===== config.mk =====
export PLATFORM = sky130hd
export DESIGN_NAME = ti_bus_responder
export DESIGN_NICKNAME = d
export VERILOG_FILES = /design/src/rtl/ti_bus_responder_pkg.sv /design/src/rtl/ti_bus_responder_fifo.sv /design/src/rtl/ti_bus_responder.sv
export SDC_FILE = /design/constraint.sdc
export NUM_CORES = 1
export LEC_CHECK = 0
export CAP_MARGIN = 30
export CORE_MARGIN = 1.5
export CORE_UTILIZATION = 40
export CTS_BUF_LIST = sky130_fd_sc_hd__clkbuf_4 sky130_fd_sc_hd__clkbuf_8
export CTS_CLUSTER_DIAMETER = 30
export DETAILED_ROUTE_END_ITERATION = 8
export HOLD_SLACK_MARGIN = 0.08
export MAX_ROUTING_LAYER = met4
export PLACE_DENSITY = 0.75
export RECOVER_POWER = 50
export SETUP_SLACK_MARGIN = 0.5
export SLEW_MARGIN = 10
export SYNTH_ARGS = -nofsm -noshare
export SYNTH_HDL_FRONTEND = slang
export SYNTH_SLANG_ARGS = --single-unit

===== constraint.sdc =====
create_clock -name clk -period 25.7 [get_ports clk]
set_clock_uncertainty 0.1 [all_clocks]
set_input_delay 5.14 -clock clk [delete_from_list [all_inputs] [get_ports clk]]
set_output_delay 5.14 -clock clk [all_outputs]
set_load 0.03 [all_outputs]

===== src/rtl/ti_bus_responder_pkg.sv =====
`default_nettype none
// ============================================================================
// Module   : ti_bus_responder_pkg
// Brief    : Shared types and constants for the TI bus responder.
// Revision : 1.0 - initial release
// ============================================================================
package ti_bus_responder_pkg;

  // Default width of the opaque TI request tag.
  localparam int c_TI_TAG_WIDTH = 8;

  // Serializer states: wait for work, hand a lane to the engine,
  // wait for its result, present the collected response.
  typedef enum logic [1:0] {
    S_IDLE  = 2'd0,
    S_ISSUE = 2'd1,
    S_WAIT  = 2'd2,
    S_RESP  = 2'd3
  } ti_state_e;

  // Lane pointer width; a single-lane build still needs one bit.
  function automatic int lane_ptr_width(input int num_lanes);
    return (num_lanes > 1) ? $clog2(num_lanes) : 1;
  endfunction

endpackage
`default_nettype wire


===== src/rtl/ti_bus_responder_fifo.sv =====
`default_nettype none
// ============================================================================
// Module   : ti_bus_responder_fifo
// Brief    : Request FIFO. Registered storage, no write-through; simultaneous
//            push and pop are accepted at any occupancy, including full.
// Revision : 1.0 - initial release
// ============================================================================
module ti_bus_responder_fifo #(
  parameter int DEPTH = 2,
  parameter int WIDTH = 8
) (
  input  logic             clk,
  input  logic             reset,
  input  logic             push,
  input  logic             pop,
  input  logic [WIDTH-1:0] din,
  output logic [WIDTH-1:0] dout,
  output logic             empty,
  output logic             full
);

  localparam int c_AW = (DEPTH > 1) ? $clog2(DEPTH) : 1;

  logic [WIDTH-1:0] r_mem [DEPTH];
  logic [c_AW:0]    r_wr_ptr;
  logic [c_AW:0]    r_rd_ptr;
  logic             w_push;
  logic             w_pop;

  // Pointers carry an extra wrap bit so full and empty are distinguishable.
  assign empty  = (r_wr_ptr == r_rd_ptr);
  assign full   = (r_wr_ptr[c_AW] != r_rd_ptr[c_AW]) &&
                  (r_wr_ptr[c_AW-1:0] == r_rd_ptr[c_AW-1:0]);
  assign w_pop  = pop && !empty;
  assign w_push = push && (!full || w_pop);
  assign dout   = r_mem[r_rd_ptr[c_AW-1:0]];

  // Storage: cleared on reset so the head never carries stale data.
  always_ff @(posedge clk or posedge reset) begin
    if (reset) begin
      for (int i = 0; i < DEPTH; i++) begin
        r_mem[i] <= '0;
      end
    end else if (w_push) begin
      r_mem[r_wr_ptr[c_AW-1:0]] <= din;
    end
  end

  // Pointer update.
  always_ff @(posedge clk or posedge reset) begin
    if (reset) begin
      r_wr_ptr <= '0;
      r_rd_ptr <= '0;
    end else begin
      if (w_push) r_wr_ptr <= r_wr_ptr + 1'b1;
      if (w_pop)  r_rd_ptr <= r_rd_ptr + 1'b1;
    end
  end

endmodule
`default_nettype wire


===== src/rtl/ti_bus_responder.sv =====
`default_nettype none
// ============================================================================
// Module   : ti_bus_responder
// Brief    : TI bus responder. Buffers multi-lane requests, feeds active lanes
//            one at a time to a single-lane engine in ascending order, and
//            returns one response per request carrying the original tag.
// Revision : 1.0 - initial release
// ============================================================================
module ti_bus_responder
  import ti_bus_responder_pkg::*;
#(
  parameter int NUM_LANES = 4,
  parameter int DATAW     = 64,
  parameter int RESW      = 32,
  parameter int TAG_WIDTH = c_TI_TAG_WIDTH,
  parameter int REQ_DEPTH = 2
) (
  input  logic                      clk,
  input  logic                      reset,
  input  logic                      req_valid,
  output logic                      req_ready,
  input  logic [NUM_LANES-1:0]      req_mask,
  input  logic [NUM_LANES*DATAW-1:0] req_data,
  input  logic [TAG_WIDTH-1:0]      req_tag,
  output logic                      rsp_valid,
  input  logic                      rsp_ready,
  output logic [NUM_LANES-1:0]      rsp_mask,
  output logic [NUM_LANES*RESW-1:0] rsp_data,
  output logic [TAG_WIDTH-1:0]      rsp_tag,
  output logic                      eng_req_valid,
  input  logic                      eng_req_ready,
  output logic [DATAW-1:0]          eng_req_data,
  input  logic                      eng_rsp_valid,
  input  logic [RESW-1:0]           eng_rsp_data,
  output logic                      busy
);

  localparam int c_LW = lane_ptr_width(NUM_LANES);

  typedef struct packed {
    logic [NUM_LANES-1:0]       mask;
    logic [NUM_LANES*DATAW-1:0] data;
    logic [TAG_WIDTH-1:0]       tag;
  } ti_req_data_t;

  ti_req_data_t              w_push_req;
  ti_req_data_t              w_head;
  logic                      w_empty;
  logic                      w_full;
  logic                      w_push;
  logic                      w_pop;

  ti_state_e                 r_state;
  logic [c_LW-1:0]           r_lane;
  logic [NUM_LANES*RESW-1:0] r_result;

  logic                      w_first_hit;
  logic [c_LW-1:0]           w_first_lane;
  logic                      w_next_hit;
  logic [c_LW-1:0]           w_next_lane;
  logic [DATAW-1:0]          w_lane_data;

  assign w_push_req = '{mask: req_mask, data: req_data, tag: req_tag};

  // Bus side of the FIFO; ready is held low while reset is asserted.
  assign req_ready = !w_full && !reset;
  assign w_push    = req_valid && req_ready;
  assign w_pop     = (r_state == S_RESP) && rsp_ready;

  ti_bus_responder_fifo #(
    .DEPTH (REQ_DEPTH),
    .WIDTH ($bits(ti_req_data_t))
  ) u_req_fifo (
    .clk   (clk),
    .reset (reset),
    .push  (w_push),
    .pop   (w_pop),
    .din   (w_push_req),
    .dout  (w_head),
    .empty (w_empty),
    .full  (w_full)
  );

  // Lowest set lane overall, and lowest set lane strictly above the pointer.
  // Scanning downward lets the last hit win, i.e. the lowest index.
  always_comb begin
    w_first_hit  = 1'b0;
    w_first_lane = '0;
    w_next_hit   = 1'b0;
    w_next_lane  = '0;
    for (int i = NUM_LANES - 1; i >= 0; i--) begin
      if (w_head.mask[i]) begin
        w_first_hit  = 1'b1;
        w_first_lane = c_LW'(i);
      end
      if (w_head.mask[i] && (c_LW'(i) > r_lane)) begin
        w_next_hit  = 1'b1;
        w_next_lane = c_LW'(i);
      end
    end
  end

  // Payload of the lane currently addressed by the pointer.
  always_comb begin
    w_lane_data = '0;
    for (int i = 0; i < NUM_LANES; i++) begin
      if (c_LW'(i) == r_lane) begin
        w_lane_data = w_head.data[i*DATAW +: DATAW];
      end
    end
  end

  // Lane serializer: walks the active lanes of the head request and
  // accumulates engine results until the response is accepted.
  always_ff @(posedge clk or posedge reset) begin
    if (reset) begin
      r_state  <= S_IDLE;
      r_lane   <= '0;
      r_result <= '0;
    end else begin
      case (r_state)
        S_IDLE: begin
          if (!w_empty) begin
            r_result <= '0;
            if (w_first_hit) begin
              r_lane  <= w_first_lane;
              r_state <= S_ISSUE;
            end else begin
              r_state <= S_RESP;
            end
          end
        end
        S_ISSUE: begin
          if (eng_req_ready) begin
            r_state <= S_WAIT;
          end
        end
        S_WAIT: begin
          if (eng_rsp_valid) begin
            for (int i = 0; i < NUM_LANES; i++) begin
              if (c_LW'(i) == r_lane) begin
                r_result[i*RESW +: RESW] <= eng_rsp_data;
              end
            end
            if (w_next_hit) begin
              r_lane  <= w_next_lane;
              r_state <= S_ISSUE;
            end else begin
              r_state <= S_RESP;
            end
          end
        end
        S_RESP: begin
          if (rsp_ready) begin
            r_state <= S_IDLE;
          end
        end
        default: r_state <= S_IDLE;
      endcase
    end
  end

  // Outputs are decoded from the state register and forced to zero
  // whenever the corresponding valid is low.
  assign eng_req_valid = (r_state == S_ISSUE);
  assign eng_req_data  = eng_req_valid ? w_lane_data : '0;
  assign rsp_valid     = (r_state == S_RESP);
  assign rsp_mask      = rsp_valid ? w_head.mask : '0;
  assign rsp_tag       = rsp_valid ? w_head.tag : '0;
  assign rsp_data      = rsp_valid ? r_result : '0;
  assign busy          = !w_empty || (r_state != S_IDLE);

endmodule
`default_nettype wire


## Word-level counts from Yosys, hierarchy flattened

Index checks and enable logic that the tools add are counted.
Widths: inputs -> output; s select.

- Bits in registers: 672
- Input port bits: 306
- Output and inout bits: 208
- Logic and storage cells: 115

- $add $sub $neg: 2
- $lt $le $gt $ge: 7
- Equal/unequal tests: 19
- Multiplexer cells: 49
- Bitwise logic cells: 2
- Reductions and logical operators: 26

Operators with widths:

| cell | count |
|---|---|
| $mux 268 | 4 |
| $bwmux 536 | 1 |
| $mux 128 | 3 |
| $mux 64 | 5 |
| $demux 268 s1 | 1 |
| $pmux 128 s2 | 1 |
| $mux 32 | 4 |
| $mux 2 | 18 |
| $reduce_and 4->1 | 5 |
| $ne 2x2->1 const B | 8 |
| $logic_and 1x1->1 | 11 |
| $mux 1 | 8 |
| $mux 8 | 1 |
| $pmux 2 s4 | 1 |
| $reduce_and 5->1 | 1 |
| $add 2x1->2 const B | 2 |
| $eq 2x2->1 const A | 2 |
| $eq 2x2->1 const B | 2 |
| $ge 2x2->1 const B | 2 |
| $gt 1x2->1 const A | 2 |
| $gt 2x2->1 const A | 2 |
| $logic_not 2->1 | 2 |
| $mux 4 | 1 |
| $ne 2x1->1 const B | 2 |
| other kinds (11) | 16 |

## Logic depth before layout (Yosys ltp)

Gate-level depths: netlist of run 1.

- Depth in word-level cells: 12
- Gate-level depth with buffers: 8

## Hierarchy

From an unflattened synthesis of run 1, not the netlist that was laid out.

- Cell total of the unflattened synthesis: 2,253
- Area total of the unflattened synthesis: 31,632.8 sq um

By module, submodules not included:

| module | instances | cells each | area an instance (sq um) | sequential area each (sq um) |
|---|---|---|---|---|
| ti_bus_responder_fifo | 1 | 1,457 | 23,236.0 | 13,513.0 |
| ti_bus_responder | 1 | 796 | 8,396.8 | 3,303.2 |

## Worst setup path before layout of run 1

OpenSTA, ideal clock, no wires.

- Path kind: input port to output port
- Start: in reset
- End: out req_ready
- Arrival time: 5.461 ns
- Required time: 20.460 ns
- Path slack: 14.999 ns
- Stages on the path: 1
- Buffers on the path: 0
- Path through: a21oi_2

- Word-level cells in the longest chain between the ends: 2

Ends and longest elaborated chain:

| what | line | source |
|---|---|---|
| start: declaration | ti_bus_responder.sv:19 | `input logic reset,` |
| $logic_not 1->1 (no line) | -- |  |
| $logic_and 1x1->1 | ti_bus_responder.sv:66 | `assign req_ready = !w_full && !reset;` |
| end: declaration | ti_bus_responder.sv:21 | `output logic req_ready,` |

Every way passes these cells.

==> results of run 1 <==
-- routing by layer --
metal | GRT usage [%] | wire [um] | up-vias
met5 | - | 0 | -
met4 | 8.55 | 2650 | 0
met3 | 7.23 | 6570 | 183
met2 | 35.0 | 41100 | 662
met1 | 25.2 | 33700 | 10622
li1 | - | - | 9145
-- tightest hold or removal path, cell delays in order (launching register included) --
cell and delay, ns:
dfrtp_1 0.33, nand2_1 0.04, o21ai_0 0.06
-- area by class of cell --
class	instances	area, sq um	share of cell area (%)
well taps	1040	1300	3.23
flip-flops and latches	672	16800	41.8
clock inverters	78	881	2.18
multi-input cells	1369	13000	32.3
diodes	24	60.1	0.149
inverters	5	20.0	0.0497
clock buffers	197	2560	6.35
repair buffers	561	5640	14.0
-- state kept, by name, summed over array words and instances, names as in the netlist --
signal	count
r_state	2
r_result	128
u_req_fifo.r_mem	536
u_req_fifo.r_wr_ptr	2
r_lane	2
u_req_fifo.r_rd_ptr	2
-- logic make-up (layout without fill, tap and decap cells) --
kind of cell	after synthesis	after routing	synth area share, %
buffers and inverters	179	841	3.37
other	0	24	0
AO/OA/AOI/OAI	223	223	4.07
multiplexers	721	721	32.0
XOR/XNOR	8	8	0.249
flip-flops	672	672	54.1
AND/OR/NAND/NOR	417	417	6.22
-- cells in the mapped netlist (2+ instances only) --
library cell  instances
inv_1                 3
a221oi_1             12
buf_4                38
mux2_2              201
o22a_1               12
nand3_1               2
a21oi_1              38
xnor2_1               3
a21o_1                4
nand2_1             237
and3_1              129
mux4_2              104
buf_6                25
dfrtp_1             672
clkbuf_1             79
nand2b_1              3
mux2_1              150
clkinv_1              2
nor2_1               36
mux2i_1              66
xor2_1                4
buf_1                 3
a31oi_1               2
and2_1                2
o21bai_2              3
buf_2                28
mux2_4              200
o21ai_0             144
a211o_1               2
-- final timing paths --
kind	startpoint	endpoint	slack, ns
worst max register to register	u_req_fifo.r_rd_ptr[0]$_DFFE_PP0P_	u_req_fifo.r_mem[191]$_DFFE_PP0P_	17.12
max in group clk	reset	req_ready	13.68
worst max-delay path	reset	u_req_fifo.r_mem[247]$_DFFE_PP0P_	10.72
min in group asynchronous	reset	r_result[86]$_DFFE_PP0P_	6.12
worst min register to register	r_result[103]$_DFFE_PP0P_	r_result[103]$_DFFE_PP0P_	0.37
worst min-delay path	r_result[103]$_DFFE_PP0P_	r_result[103]$_DFFE_PP0P_	0.37
-- where the power goes --
group | switching [mW] | internal [mW] | total (mW)
sequential | 0.305 | 1.56 | 1.87
clock | 0.530 | 0.797 | 1.33
combinational | 1.02 | 1.08 | 2.10
total | 1.86 | 3.44 | 5.29
-- stage by stage --
stage               cells  worst slack [ns]  utilization (%)  hold WS [ns]  power [mW]
floorplan            2220              1.62                -         0.342        3.38
global placement     3627             13.80             47.7         0.354        3.89
detailed placement   3633             13.81             47.8         0.362        4.02
CTS                  3908             13.80             52.3         0.376        5.38
global route         3945              8.61             52.2         0.394        5.61
finish               3946             10.72             52.2         0.370        5.29
==> reports/qor.csv, run 1 <==
stage,metric,value,unit
detailed_routing,drt_iter0_drc,1070,
critical_path,cp.depth,6,
global_route,grt_pass1_wl,130000,um
synth,seq_area_frac_synth,54.1,%
detailed_routing,totalWireLength,84000,um
clock_network,cts-hold-fix-buffers,0,
critical_path,end_kind,asynchronous set/reset pin,
place,place_congestion,0.848,
critical_path,rr_worst_depth,10,
finish,final_cell_mix,"667 x dfrtp_1, 510 x clkdlybuf4s50_1, 237 x nand2_1",
synth,synth.distinct_cells,45,
detailed_routing,drc_errors,0,
global_route,grt_pass1_vias,22449,
timing,drv_slew,859,
finish,fin_nets,3063,
critical_path,worstPathArrival,14.97,ns
pwr,p_per_area,131,nW/um^2
run,drv_cap,16,
status,status,"finished, violations left",
clock_network,htreeDepth,4,
synth,async_reset_ff_share,100,%
synth,avgSynthCellArea,14.0,sq um
finish,area_delta_synth_final,29.6,%
synth,yosys_warnings,0,
detailed_routing,first_pass_iters,4,
critical_path,critical_path_class,in2async,
place,dp_hpwl,55500,um
finish,drive_above_1_share,26.3,%
synth,netlist_instances,2220,
critical_path,cpMostUsedCell,clkbuf_1,
finish,final_common_cell,dfrtp_1,
critical_path,crit_chain,dlygate4sd3_1 -> clkinvlp_2 -> clkbuf_1 -> clkbuf_1 -> clkbuf_1 -> clkbuf_1,
global_route,grt_max_degree,193,
clock_network,clkTransAtPathRegs,0.05,ns
clock_network,cts_made_buffers,148,
synth,yosys.area.top_type,dfrtp_1,
global_route,antenna_found_initial,25,
clock_network,clk-insertion-delay-late,0.78,ns
pwr,p_leak,17.3,nW
clock_network,cts_resized,0,
die,fp.dieW,282,um
die,dieArea,79400,sq um
critical_path,crit_family,buffers and inverters,
synth,synth-edff-count,0,
timing,relSlewSlack,-213,%
clock_network,cts_tree,built,
detailed_routing,wl_per_cell,21.3,um
clock_network,cts.sinks,672,
timing,period_minus_slack,14.98,ns
clock_network,clock_path_buffers,3,
timing,setup_viol,0,
synth,synthTopCellsByArea,"dfrtp_1 54%, mux2_4 9.7%, mux4_2 7.5%, mux2_2 7.3%, mux2_1 5.4%",
pwr,ir_drop,0.0000805,V
finish,nFillCells,6360,
die,core_area,77200,sq um
hold_path,hold_path_class,reg2reg,
synth,synthFlopType,dfrtp_1,
critical_path,cp_num_buf_inv,6,
die,initial_core_util,40.3,%
critical_path,max_stage_delay,2.53,ns
synth,syn_nets,2526,
synth,synth_top_area_share,54.1,%
critical_path,slowest_stage,clkinvlp_2,
timing,fmaxAchievable,66.8,MHz
timing,tightest_slew,4.69,ns
global_route,grt_usage,21.8,%
hold_path,worstHoldPathCells,2,
critical_path,path_max_fanout,102,
detailed_routing,routed-via-count,20612,
timing,period_share,58.3,%
detailed_routing,avgViaCountPerCell,5.22,
synth,synth_area,31100,sq um
die,die_h,282,um
timing,rsz0062_at_grt,false,
die,io-pin-count,514,
timing,finalHoldViolCount,0,
place,port_buffers,513,
critical_path,cp-start-kind,primary input,
timing,tns,0,ns
die,rows,102,
critical_path,critical_path_required,25.69,ns
clock_network,cts_root_buffer,clkbuf_8,
global_route,grt.overflow.total,0,
clock_network,postCtsSetupBuffers,0,
synth,ys_ff_latch,672,
place,placed_area,36900,sq um
finish,fin_area,40300,sq um
detailed_routing,drt.antenna.violating_nets,0,
status,violations,"capacitance limit, slew limit",
(Power assumes the default switching activity.)
==> run 2: changes to the inputs <==
--- a/config.mk
+++ b/config.mk
@@ -13,7 +13,7 @@
 export DETAILED_ROUTE_END_ITERATION = 8
 export HOLD_SLACK_MARGIN = 0.08
 export MAX_ROUTING_LAYER = met4
-export PLACE_DENSITY = 0.75
+export PLACE_DENSITY = 0.77
 export RECOVER_POWER = 50
 export SETUP_SLACK_MARGIN = 0.5
 export SLEW_MARGIN = 10
==> constraint.sdc (replaced) <==
create_clock -name clk -period 13.4 [get_ports clk]
set_clock_uncertainty 0.1 [all_clocks]
set_input_delay 2.68 -clock clk [delete_from_list [all_inputs] [get_ports clk]]
set_output_delay 2.68 -clock clk [all_outputs]
set_load 0.03 [all_outputs]
==> run 2 against run 1 <==
Compared with the run above:
- the flow still finishes with violations (capacitance limit, slew limit)
- combinational power increased by 89%
- register-to-register slack got worse by 10 ns
- flip-flop and latch count unchanged
- routed wire length decreased by 3.7%
- count of clock-buffer cells in the layout decreased by 4
- final cell count decreased by 0.33%
- critical endpoint is now eng_req_data[15]
- largest power group unchanged
==> reports/qor.csv, run 2 (synthesized netlist as in run 1, its figures left out) <==
stage,metric,value,unit,change
hold_path,worstHoldPathCells,2,,unchanged
finish,area_delta_synth_final,30.0,%,
detailed_routing,drc_errors,0,,unchanged
clock_network,clk-insertion-delay-late,0.75,ns,-0.03 ns
place,place_ws,6.36,ns,-7.45 ns
place,placed_area,37000,sq um,about the same
clock_network,cts-hold-fix-buffers,0,,unchanged
pwr,netSwitchingFraction,34.3,%,-0.85 points
die,die_h,282,um,unchanged
detailed_routing,first_pass_iters,5,,+1
finish,fin_nets,3051,,-0.39%
pwr,p_comb_share,38.8,%,-0.9 points
timing,fin_ws,4.40,ns,-6.32 ns
clock_network,htreeDepth,4,,unchanged
timing,tns,0,ns,unchanged
global_route,antenna_found_initial,27,,+8.0%
timing,setup_viol,0,,unchanged
status,status,"finished, violations left",,
critical_path,path_max_fanout,47,,-54%
timing,rsz0062_at_grt,false,,
critical_path,rr_worst_depth,6,,-4
die,rows,102,,unchanged
global_route,grt_usage,21.0,%,-0.80 points
clock_network,cts_resized,0,,unchanged
die,initial_core_util,40.3,%,unchanged
finish,final_common_cell,dfrtp_1,,
detailed_routing,drt_iter0_drc,938,,-12%
detailed_routing,avgViaCountPerCell,5.11,,-2.1%
critical_path,end_kind,output port,,
pwr,p_per_area,252,nW/um^2,+92%
finish,drive_above_1_share,26.7,%,+0.41 points
finish,final_cell_mix,"668 x dfrtp_1, 510 x clkdlybuf4s50_1, 237 x nand2_1",,
pwr,internal_power,6.71,mW,+95%
critical_path,r2r_setup_slack,7.13,ns,-9.99 ns
clock_network,clkTransAtPathRegs,0.05,ns,about the same
finish,nFillCells,6371,,+0.17%
die,fp.dieW,282,um,unchanged
finish,top_regs,"u_req_fifo.r_mem (536), r_result (128)",,
place,place_congestion,0.794,,-6.3%
finish,largest_reg_flops,536,,unchanged
clock_network,postCtsSetupBuffers,0,,unchanged
detailed_routing,wl_per_cell,20.6,um,-3.3%
critical_path,critical_path_class,reg2out,,
global_route,grt_pass1_wl,125000,um,-3.9%
critical_path,worstPathArrival,6.22,ns,-8.75 ns
finish,multi_input_area,13100,sq um,+0.48%
timing,drv_slew,635,,-26%
run,drv_cap,12,,-4
clock_network,cts_made_buffers,148,,unchanged
pwr,p_clk_share,26.1,%,+1.0 points
pwr,power,10.2,mW,+93%
global_route,grt.overflow.total,0,,unchanged
finish,final_core_util,52.3,%,+0.13 points
clock_network,cts_root_buffer,clkbuf_8,,
place,port_buffers,513,,unchanged
finish,fin_area,40400,sq um,+0.25%
detailed_routing,drt.antenna.violating_nets,0,,unchanged
finish,top_register,u_req_fifo.r_mem,,
place,dp_hpwl,52000,um,-6.4%
clock_network,cts.sinks,672,,unchanged
hold_path,hold_path_class,reg2reg,,
die,io-pin-count,514,,unchanged
pwr,ir_drop,0.000155,V,+92%
critical_path,cp-start-kind,flop,,
critical_path,critical_path_required,10.62,ns,-15.07 ns
timing,period_minus_slack,9.00,ns,
timing,fmaxAchievable,111,MHz,
global_route,grt_max_degree,162,,-16%
finish,seqCellArea,16800,sq um,about the same
detailed_routing,routed-via-count,20106,,-2.5%
clock_network,cts_tree,built,,
pwr,switching_power,3.50,mW,+88%
detailed_routing,totalWireLength,80900,um,-3.7%
clock_network,clock_path_buffers,3,,unchanged
timing,tightest_slew,3.78,ns,-0.912 ns
timing,period_share,67.2,%,
pwr,p_leak,17.4,nW,+0.19%
global_route,grt_pass1_vias,21659,,-3.5%
die,dieArea,79400,sq um,unchanged
status,violations,"capacitance limit, slew limit",,
pwr,seqPwrFrac,35.1,%,-0.2 points
timing,relSlewSlack,-152,%,+61 points
die,core_area,77200,sq um,unchanged
timing,finalHoldViolCount,0,,unchanged
-- run 2: changes by cell type in the layout (fill, tap and decap cells not counted), sizes merged --
cell      before  now
diode         24   29
clkinv        44   33
bufinv        13   20
clkbuf       218  206
clkinvlp      13   17
buf           27   23
inv           13   11
-- run 2: power by group through the flow --
stage / clock network (mW) / logic [mW] / registers, mW
global route: 2.83 / 4.28 / 3.70
detailed placement: 0 / 4.05 / 3.59
CTS: 2.73 / 4.06 / 3.58
finish: 2.67 / 3.96 / 3.58
floorplan: 0 / 3.15 / 3.34
global placement: 0 / 3.93 / 3.56
-- run 2: layout make-up --
class | count | area share [%]
diodes | 29 | 0.180
clock buffers | 193 | 6.29
clock inverters | 76 | 2.52
inverters | 5 | 0.0495
multi-input cells | 1369 | 32.4
flip-flops and latches | 672 | 41.6
well taps | 1040 | 3.22
repair buffers | 549 | 13.7
-- run 2: final timing paths --
kind,from,endpoint
min in group asynchronous,reset,r_result[56]$_DFFE_PP0P_
max in group asynchronous,reset,u_req_fifo.r_mem[251]$_DFFE_PP0P_
worst max-delay path,r_lane[0]$_DFFE_PP0P_,eng_req_data[15]
worst max register to register,r_lane[0]$_DFFE_PP0P_,r_result[32]$_DFFE_PP0P_
worst min register to register,r_result[118]$_DFFE_PP0P_,r_result[118]$_DFFE_PP0P_
worst min-delay path,r_result[118]$_DFFE_PP0P_,r_result[118]$_DFFE_PP0P_
-- run 2: per-stage QoR --
stage / std cells / hold slack (ns)
6_report: 3933 / 0.369
5_1_grt: 3931 / 0.387
4_1_cts: 3900 / 0.374
3_5_place_dp: 3631 / 0.362
3_3_place_gp: 3626 / 0.353
2_1_floorplan: 2220 / 0.342
-- run 2: metal layers --
layer / GRT usage [%] / routed length [um] / vias to the layer above
met1: 25.0 / 33200 / 10166
met2: 32.0 / 38600 / 625
met5: - / 0 / -
met4: 8.71 / 2270 / 0
li1: - / - / 9141
met3: 7.69 / 6820 / 174
-- run 2: worst max-delay path: stages (launching register included) --
cell and delay, ns:
dfrtp_1 2.11, buf_4 0.92, nand2b_1 0.72, o22a_1 0.38, a221oi_1 0.45, clkdlybuf4s50_1 0.76
==> run 3: changes to the inputs <==
--- a/config.mk
+++ b/config.mk
@@ -13,7 +13,7 @@
 export DETAILED_ROUTE_END_ITERATION = 8
 export HOLD_SLACK_MARGIN = 0.08
 export MAX_ROUTING_LAYER = met4
-export PLACE_DENSITY = 0.77
+export PLACE_DENSITY = 0.75
 export RECOVER_POWER = 50
 export SETUP_SLACK_MARGIN = 0.5
 export SLEW_MARGIN = 10
==> constraint.sdc (replaced) <==
create_clock -name clk -period 9.1 [get_ports clk]
set_clock_uncertainty 0.1 [all_clocks]
set_input_delay 1.82 -clock clk [delete_from_list [all_inputs] [get_ports clk]]
set_output_delay 1.82 -clock clk [all_outputs]
set_load 0.03 [all_outputs]
==> run 3 against run 2 <==
Compared with the run above:
- largest cell class unchanged
- core utilization barely moved
- non-clock buffer count fell by 4
- the run still ends with capacitance limit, slew limit left
- flip-flop and latch count did not move
- worst setup slack got worse by 2.7 ns
- final cell count rose by 0.10%
- die area did not move
==> reports/qor.csv, run 3 (synthesized netlist as in run 1, its figures left out) <==
stage,metric,value,unit,change
die,fp.dieW,282,um,unchanged
timing,fmaxAchievable,135,MHz,
finish,fin_area,40500,sq um,about the same
timing,drv_slew,652,,+2.7%
clock_network,cts_root_buffer,clkbuf_8,,
global_route,grt_max_degree,155,,-4.3%
critical_path,rr_endpoint,u_req_fifo.r_mem[231]$_DFFE_PP0P_,,
detailed_routing,drt_iter0_drc,1046,,+12%
timing,period_minus_slack,7.41,ns,
hold_path,hold_path_class,reg2reg,,
detailed_routing,totalWireLength,84700,um,+4.6%
die,core_area,77200,sq um,unchanged
pwr,p_leak,17.5,nW,+0.44%
hold_path,worstHoldPathCells,2,,unchanged
die,io-pin-count,514,,unchanged
critical_path,critical_path_class,reg2out,,
critical_path,regToRegStartpoint,u_req_fifo.r_rd_ptr[0]$_DFFE_PP0P_,,
global_route,grt_pass1_wl,130000,um,+3.9%
place,dp_cells,3630,,-0.028%
hold_path,hp-start,r_result[94]$_DFFE_PP0P_,,
critical_path,max_stage_delay,1.99,ns,-0.12 ns
status,violations,"capacitance limit, slew limit",,
pwr,ir_drop,0.000220,V,+42%
die,rows,102,,unchanged
clock_network,cts_made_buffers,148,,unchanged
detailed_routing,routed-via-count,20451,,+1.7%
clock_network,cts_tree,built,,
finish,seqCellArea,16800,sq um,unchanged
timing,tns,0,ns,unchanged
detailed_routing,avgViaCountPerCell,5.19,,+1.6%
timing,relSlewSlack,-146,%,+5.5 points
timing,finalHoldViolCount,0,,unchanged
global_route,grt.overflow.total,0,,unchanged
critical_path,cp_num_buf_inv,2,,unchanged
finish,drive_above_1_share,27.6,%,+0.94 points
finish,largest_reg_flops,536,,unchanged
clock_network,cts-hold-fix-buffers,0,,unchanged
finish,final_cell_mix,"668 x dfrtp_1, 512 x clkdlybuf4s50_1, 237 x nand2_1",,
critical_path,slowest_stage,dfrtp_1,,
place,dp_hpwl,55400,um,+6.6%
place,placed_area,37000,sq um,about the same
run,drv_cap,12,,unchanged
detailed_routing,wl_per_cell,21.5,um,+4.5%
timing,setup_viol,0,,unchanged
clock_network,htreeDepth,4,,unchanged
die,die_h,282,um,unchanged
finish,top_regs,"u_req_fifo.r_mem (536), r_result (128)",,
status,status,"finished, violations left",,
die,dieArea,79400,sq um,unchanged
clock_network,clock_path_buffers,3,,unchanged
clock_network,cts.sinks,672,,unchanged
critical_path,critical_path_required,7.18,ns,-3.44 ns
place,place_congestion,0.806,,+1.4%
pwr,p_per_area,374,nW/um^2,+48%
global_route,grt_pass1_vias,22376,,+3.3%
finish,multi_input_area,13200,sq um,+0.69%
finish,layout.cells.non_filler,3937,,+0.10%
detailed_routing,drc_errors,0,,unchanged
critical_path,rr_worst_depth,6,,unchanged
finish,area_delta_synth_final,30.1,%,about the same
detailed_routing,first_pass_iters,5,,unchanged
critical_path,r2r_setup_slack,2.70,ns,-4.43 ns
place,port_buffers,513,,unchanged
hold_path,min_to,r_result[94]$_DFFE_PP0P_,,
finish,final_common_cell,dfrtp_1,,
critical_path,end_kind,output port,,
timing,period_share,81.4,%,
finish,nFillCells,6353,,-0.28%
global_route,grt_usage,21.9,%,+0.91 points
clock_network,postCtsSetupBuffers,0,,unchanged
critical_path,cp-start-kind,flop,,
finish,top_register,u_req_fifo.r_mem,,
clock_network,clk-insertion-delay-late,0.74,ns,about the same
critical_path,worstPathArrival,5.49,ns,-0.73 ns
critical_path,crit_chain,buf_4 -> mux2i_1 -> o22a_1 -> a221oi_1 -> clkdlybuf4s50_1,,
clock_network,cts_resized,0,,unchanged
timing,rsz0062_at_grt,false,,
global_route,antenna_found_initial,34,,+26%
die,initial_core_util,40.3,%,unchanged
timing,tightest_slew,3.69,ns,-0.0825 ns
clock_network,clkTransAtPathRegs,0.06,ns,about the same
critical_path,crit_family,flip-flops,,
detailed_routing,drt.antenna.violating_nets,0,,unchanged
finish,fin_nets,3047,,-0.13%
critical_path,path_max_fanout,45,,-4.3%
## run 3: changes by cell type in the layout (fill, tap and decap cells not counted), moves of 4 or more
cell        delta
mux2_4        +28
mux2_1        -28
clkinvlp_4     -5
diode_2        +7
clkbuf_1       -4
clkbuf_4       +7
## run 3: final cells by class
cell class | count | area share [%]
clock inverter | 70 | 2.34
multi-input combinational | 1369 | 32.6
antenna | 36 | 0.223
tap | 1040 | 3.22
sequential | 672 | 41.6
timing repair buffer | 545 | 13.6
clock buffer | 200 | 6.42
inverter | 5 | 0.0495
## run 3: worst max path at each step
stage | start | to | slack, ns | depth (start not counted)
global placement | r_lane[0]$_DFFE_PP0P_ | eng_req_data[41] | 3.49 | 4
finish | u_req_fifo.r_rd_ptr[0]$_DFFE_PP0P_ | eng_req_data[41] | 1.69 | 5
floorplan | reset | r_lane[0]$_DFFE_PP0P_ | -2.01 | 1
CTS | u_req_fifo.r_rd_ptr[0]$_DFFE_PP0P_ | eng_req_data[41] | 2.79 | 5
detailed placement | u_req_fifo.r_rd_ptr[0]$_DFFE_PP0P_ | eng_req_data[41] | 3.65 | 5
global route | reset | u_req_fifo.r_mem[186]$_DFFE_PP0P_ | 1.39 | 5
## run 3: per-stage QoR
stage	total power, mW	util (%)	setup slack [ns]	hold slack (ns)
3_5_place_dp	11.3	47.9	3.65	0.362
4_1_cts	15.3	52.5	2.79	0.375
5_1_grt	16.0	52.4	1.39	0.393
2_1_floorplan	9.56	-	-2.01	0.342
6_report	15.1	52.4	1.69	0.370
3_3_place_gp	11.0	47.7	3.49	0.354
## run 3: routing by layer
metal / part of all wire (%) / track usage [%] / up-vias / wire, um
met5: 0 / - / - / 0
met4: 3.1 / 9.18 / 0 / 2590
met3: 8.3 / 7.25 / 175 / 7020
met2: 48 / 34.2 / 687 / 40800
met1: 40 / 25.9 / 10482 / 34200
li1: - / - / 9107 / -
## run 3: worst min-delay path, cell delays in order, from the launching register on
cell and delay, ns:
dfrtp_1 0.33, nand2_1 0.05, o21ai_0 0.06
## run 3: report_power, final
| part | switching, mW | internal, mW | total, mW |
|---|---|---|---|
| clock network | 1.47 | 2.40 | 3.87 |
| registers | 0.886 | 4.41 | 5.30 |
| logic | 2.87 | 3.09 | 5.96 |
